## src/rtl/mem_arbiter.sv

```systemverilog
// mem_arbiter: shares one single-port memory between instruction fetch and data load/store requesters.
// Optional feature: define MEM_ARB_RR_EN for round-robin arbitration on contention (default: data beats fetch).
// Ports:
//   clk, rst                  clock, asynchronous active-high reset
//   i_req/i_addr              fetch request and address, held until i_gnt
//   i_gnt/i_rvalid/i_rdata    fetch accept, one-cycle read-data pulse, held fetch data
//   d_req/d_we/d_addr/d_wdata/d_len  data request and payload, held until d_gnt
//   d_gnt/d_rvalid/d_rdata    data accept, one-cycle load-data pulse, held load data
//   m_en/m_we/m_addr/m_wdata/m_len   memory command port
//   m_rdata                   memory read data, valid RD_LATENCY cycles after the m_en cycle
module mem_arbiter #(
  parameter int ADDR_W = 32,
  parameter int DATA_W = 32,
  parameter int RD_LATENCY = 1
) (
  input  logic              clk,
  input  logic              rst,
  input  logic              i_req,
  input  logic [ADDR_W-1:0] i_addr,
  output logic              i_gnt,
  output logic              i_rvalid,
  output logic [DATA_W-1:0] i_rdata,
  input  logic              d_req,
  input  logic              d_we,
  input  logic [ADDR_W-1:0] d_addr,
  input  logic [DATA_W-1:0] d_wdata,
  input  logic [1:0]        d_len,
  output logic              d_gnt,
  output logic              d_rvalid,
  output logic [DATA_W-1:0] d_rdata,
  output logic              m_en,
  output logic              m_we,
  output logic [ADDR_W-1:0] m_addr,
  output logic [DATA_W-1:0] m_wdata,
  output logic [1:0]        m_len,
  input  logic [DATA_W-1:0] m_rdata
);
  typedef enum logic {IDLE, WAIT} state_t;
  state_t state;
  logic [3:0] cnt;
  logic owner_d;
  logic [ADDR_W-1:0] last_addr;
  logic pick_d;
`ifdef MEM_ARB_RR_EN
  // 1 = data side won the most recent grant; resets as if fetch won last so data leads the first contention
  logic rr_last;
  always_comb pick_d = d_req && (!i_req || !rr_last);
`else
  always_comb pick_d = d_req;
`endif
  always_comb begin
    d_gnt = state == IDLE && !rst && pick_d;
    i_gnt = state == IDLE && !rst && i_req && !pick_d;
    m_en = d_gnt || i_gnt;
    m_we = d_gnt && d_we;
    m_addr = d_gnt ? d_addr : i_gnt ? i_addr : last_addr;
    m_wdata = d_gnt ? d_wdata : '0;
    m_len = d_gnt ? d_len : 2'b00;
  end
  always_ff @(posedge clk or posedge rst) begin
    if (rst) begin
      state <= IDLE;
      cnt <= '0;
      owner_d <= 1'b1;
      last_addr <= '0;
      i_rvalid <= 1'b0;
      d_rvalid <= 1'b0;
      i_rdata <= '0;
      d_rdata <= '0;
`ifdef MEM_ARB_RR_EN
      rr_last <= 1'b0;
`endif
    end else begin
      i_rvalid <= 1'b0;
      d_rvalid <= 1'b0;
      if (m_en) last_addr <= m_addr;
`ifdef MEM_ARB_RR_EN
      if (m_en) rr_last <= d_gnt;
`endif
      if (state == IDLE) begin
        if (m_en && !m_we) begin
          state <= WAIT;
          owner_d <= d_gnt;
          cnt <= 4'(RD_LATENCY);
        end
      end else begin
        cnt <= cnt - 4'd1;
        // cnt == 1 marks the cycle in which m_rdata carries the outstanding read
        if (cnt == 4'd1) begin
          state <= IDLE;
          if (owner_d) begin
            d_rvalid <= 1'b1;
            d_rdata <= m_rdata;
          end else begin
            i_rvalid <= 1'b1;
            i_rdata <= m_rdata;
          end
        end
      end
    end
  end
endmodule

```

## config.mk

```make
export PLATFORM = sky130hd
export DESIGN_NAME = mem_arbiter
export DESIGN_NICKNAME = d
export VERILOG_FILES = /design/src/rtl/mem_arbiter.sv
export SDC_FILE = /design/constraint.sdc
export NUM_CORES = 1
export LEC_CHECK = 0
export BUFFER_PORTS_ARGS = -buffer_cell sky130_fd_sc_hd__buf_2
export CORE_ASPECT_RATIO = 1.4
export CORE_MARGIN = 3
export CORE_UTILIZATION = 44
export DETAILED_ROUTE_END_ITERATION = 6
export PLACE_DENSITY = 0.86
export SYNTH_ARGS = -nofsm -noshare
export SYNTH_HDL_FRONTEND = slang
export SYNTH_SLANG_ARGS = --single-unit
```

## constraint.sdc

```tcl
create_clock -name clk -period 3.25 [get_ports clk]
set_input_delay 0.1625 -clock clk [delete_from_list [all_inputs] [get_ports clk]]
set_output_delay 0.1625 -clock clk [all_outputs]
set_load 0.01 [all_outputs]
```

# Word level (Yosys, flattened, before mapping)

Cells that the tools add are included.

Magnitude comparators: 0
Shifts and indexed selects: 0
Divide/modulo/power cells: 0
Eq/ne operators: 1
Reduce and logical (&&, ||, !) cells: 14
Bitwise operators: 2
Muxes and demuxes: 15
Add/subtract/negate cells: 1
Multiply operators: 0

Operator list:

| cell                | count |
|---|---|
| $mux 32             | 3 |
| $mux 1              | 9 |
| $mux 4              | 2 |
| $logic_and 1x1->1   | 6 |
| $reduce_and 3->1    | 2 |
| $eq 4x1->1 const B  | 1 |
| $sub 4x1->4 const B | 1 |
| $logic_not 1->1     | 3 |
| $mux 2              | 1 |
| $not 1->1           | 2 |
| $reduce_and 2->1    | 1 |
| $reduce_bool 2->1   | 1 |
| $logic_or 1x1->1    | 1 |

Bits in latches: 0
Register bits: 104
Output and inout port bits: 136
ROM bits: 0
Memories: 0
Logic and storage cells: 41
Memory bits (writable): 0
Input bits: 135

# Depth between registers and ports, before layout

Word-level depth: 8
Gate-level depth with buffers: 7
Mapped depth without buffers: 5

# Least setup slack after synthesis

Ideal clock, no wire load.

Path type: reg-to-output
From: register state
To: output m_addr[0]
Stages on the path, launching flop included: 7
Path slack: 1.610 ns
Path buffers: 3
Required time: 3.087 ns
Data arrival time: 1.478 ns
Cells stage by stage: dfrtp_1 > buf_4 > nor4b_4 > nor2_1 > buf_2 > buf_6 > a21o_1

Cells in the longest elaborated chain, start to end: 6

Ends and longest elaborated chain:

| element                         | line   | text |
|---|---|---|
| start: declaration              | 39     | `state_t state;` |
| start signal: assignment        | 62     | `state <= IDLE;` |
| start signal: assignment        | 82     | `state <= WAIT;` |
| start signal: assignment        | 90     | `state <= IDLE;` |
| $not 1->1 (no source line) *    | --     |  |
| $logic_and 1x1->1 *             | 52, 53 |  |
| $logic_and 1x1->1 (2 in series) | 53     | `i_gnt = state == IDLE && !rst && i_req && !pick_d;` |
| $mux 32                         | 56     | `m_addr = d_gnt ? d_addr : i_gnt ? i_addr : last_addr;` |
| $mux 32 *                       | 56     |  |
| end: declaration                | 33     | `output logic [ADDR_W-1:0] m_addr,` |

Every way passes the cells marked *; elsewhere a longest branch is shown, timed or not.

# Final worst setup path

From: register state
To: output m_addr[12]

Same word-level chain as after synthesis.

==> results.ini <==
[cells_and_area]
multi_input_area_um2=1919
layout_common_cells=270 x buf_2, 103 x dfrtp_1, 64 x a21o_1, 64 x mux2_2, 35 x and2_1
seqCellArea_um2=2604
layout.cells.non_filler=763
final_area_um2=6430
fillerInstances=872
final_common_cell=buf_2
fin_nets=755
area_growth_pct=36.71
drive_above_1_share_pct=58.43
final_util_pct=61.80

[yosys]
yosys-top-cells-area=dfrtp_1 55%, mux2_2 15%, a21o_1 10%, a22o_1 6.0%, and2_1 4.7%
yosysWarnings=0
async_flop_share_pct=100.0
synth_edf_count=0
syn_area_per_cell_um2=13.21
synthFlopType=dfrtp_1
yosysTopAreaCellShare_pct=54.80
syn_area_um2=4703
syn_inst=356
synth_area_leader_cell=dfrtp_1
yosysSeqAreaShare_pct=55.36
yosys.cell_types.count=28
synth_fp_nets=493
ys_ff_latch=104

[run_status]
status=complete, no violations

[timing]
max_clock_freq_mhz=402.8
setup-tns-final_ns=0
period_share_pct=76.39
drv_slew=0
slew_headroom_pct=30.49
tightest_slew_ns=1.043
grt_setup_unrepaired=no
hold_viol=0
finalSetupViolCount=0
fin_skew_ns=0.006842
hold_ws_ns=0.06966
min_period_ns=2.483

[route]
wl_per_cell_um=17.14
ant_nets=0
dr.pass1.iters=6
vias=3880
drc=0
routed_via_density=5.085
wirelength_um=13080
drt-initial-drc-count=86

[worst_hold_path]
hold_path_end=i_rdata[19]
hold_path_class=input port to register
min-delay-start=m_rdata[19]
min_path_cells=2

[floorplanning]
die_y_um=128.3
core_area_um2=10410
die_w_um=93.38
ios=271
rows=44
start_util_pct=45.20
dieArea_um2=11980

[critical_path]
ff2ff_setup_slack_ns=1.09
end_kind=output pin
cpPeakStageDelay_ns=0.51
reg2reg_depth=5
worstPathMaxFanout=65
start_kind=register
crit_path_top_delay_cell=dfrtp_1
cp.required_ns=3.09
cpMostUsedCell=buf_4
worstPathCellList=nor4b_4 -> buf_4 -> nor2_4 -> buf_4 -> a21o_1 -> buf_2
r2r_start=cnt[1]
crit_type=register to output pin
worstPathArrival_ns=2.32
crit_buf_inv=3
critPathTopFamily=buffers and inverters
r2r-end=i_rdata[3]

[grt]
grt_pass1_wl_um=20020
antenna_found_initial=5
grt_usage_pct=21.39
grt_pass1_vias=3945
grt_max_degree=89
grt-ovfl-total=0

[cts]
worstSkewPairLatency_ns=0.34
cts_buffer_depth=2
cts_buffers=9
root_buffer=clkbuf_16
htree_num_levels=3
cts.sinks=104
hold_buffers=0
clk_pin_slew_ns=0.07
cts_tree=done
post_cts_buffers=0
post_cts_resized=0

[power_and_ir_drop]
p_per_area_nw_per_um2=902.4
leakagePower_nw=3.687
max-vdd-ir-drop_mv=0.3620

[placement]
io_buffer_count=270
placed_area_um2=6121
dpl.hpwl_um=10490
place_inst=745
gp_congestion=0.7668

[run]
drv_cap=0

-- kinds of logic (layout without fill, tap and decap cells) --
kind of cell	Yosys count	count (layout)	synth area share, %
other cells	0	2	0
mux	64	64	15.32
flops	104	104	55.36
fa+ha+maj	2	2	0.5320
buf+inv	32	299	4.230
compound gates	103	103	17.34
xor+xnor	1	1	0.1863
simple gates	50	50	7.023
-- routing by layer --
layer / up-vias / part of all wire, % / global-route usage (%)
li1: 1802 / - / -
met1: 1862 / 37 / 23.60
met2: 190 / 51 / 38.63
met3: 20 / 10 / 8.012
met4: 6 / 1.3 / 5.263
met5: - / 0.21 / 0
-- flip-flops by register name, indices dropped and copies added (netlist names) --
name,flops
d_rvalid,1
last_addr,32
i_rvalid,1
cnt,4
i_rdata,32
owner_d,1
d_rdata,32
state,1
-- Yosys cell counts, drive strengths merged, types with 2 or more instances --
master / instances
inv: 7
and2: 35
dfrtp: 103
a21o: 64
nand2: 4
o21ai: 2
o21a: 2
a22o: 32
clkbuf: 5
nor2: 5
ha: 2
mux2: 64
buf: 20
-- worst max-delay path by stage --
stage,start,endpoint,slack (ns),cells after the start
floorplan,rst,cnt[0],0.36,1
global placement,cnt[1],i_rdata[4],1.16,5
detailed placement,cnt[1],i_rdata[28],1.07,5
CTS,state,m_addr[25],0.75,6
global route,state,m_addr[25],0.63,6
finish,state,m_addr[12],0.77,6
-- where the power goes --
| part | internal (W) | switching [W] | total, W |
|---|---|---|---|
| clock | 0.000608 | 0.000473 | 0.00108 |
| sequential | 0.00194 | 0.000365 | 0.00231 |
| combinational | 0.00126 | 0.00115 | 0.00242 |
-- through the flow --
step                      worst slack, ns  power [W]
after floorplan                    0.3570   0.003776
after global placement              1.161   0.004637
after detailed placement            1.074   0.004784
after CTS                          0.7453   0.005887
after global routing               0.6346   0.006180
final                              0.7673   0.005802
-- layout make-up --
cell class | instances | area share [%]
antenna | 2 | 0.07784
clock buffer | 10 | 3.561
clock inverter | 6 | 1.168
inverter | 7 | 0.4476
multi-input combinational | 220 | 29.85
sequential | 104 | 40.49
tap | 138 | 2.685
timing repair buffer | 276 | 21.72
(Power assumes the default switching activity.)
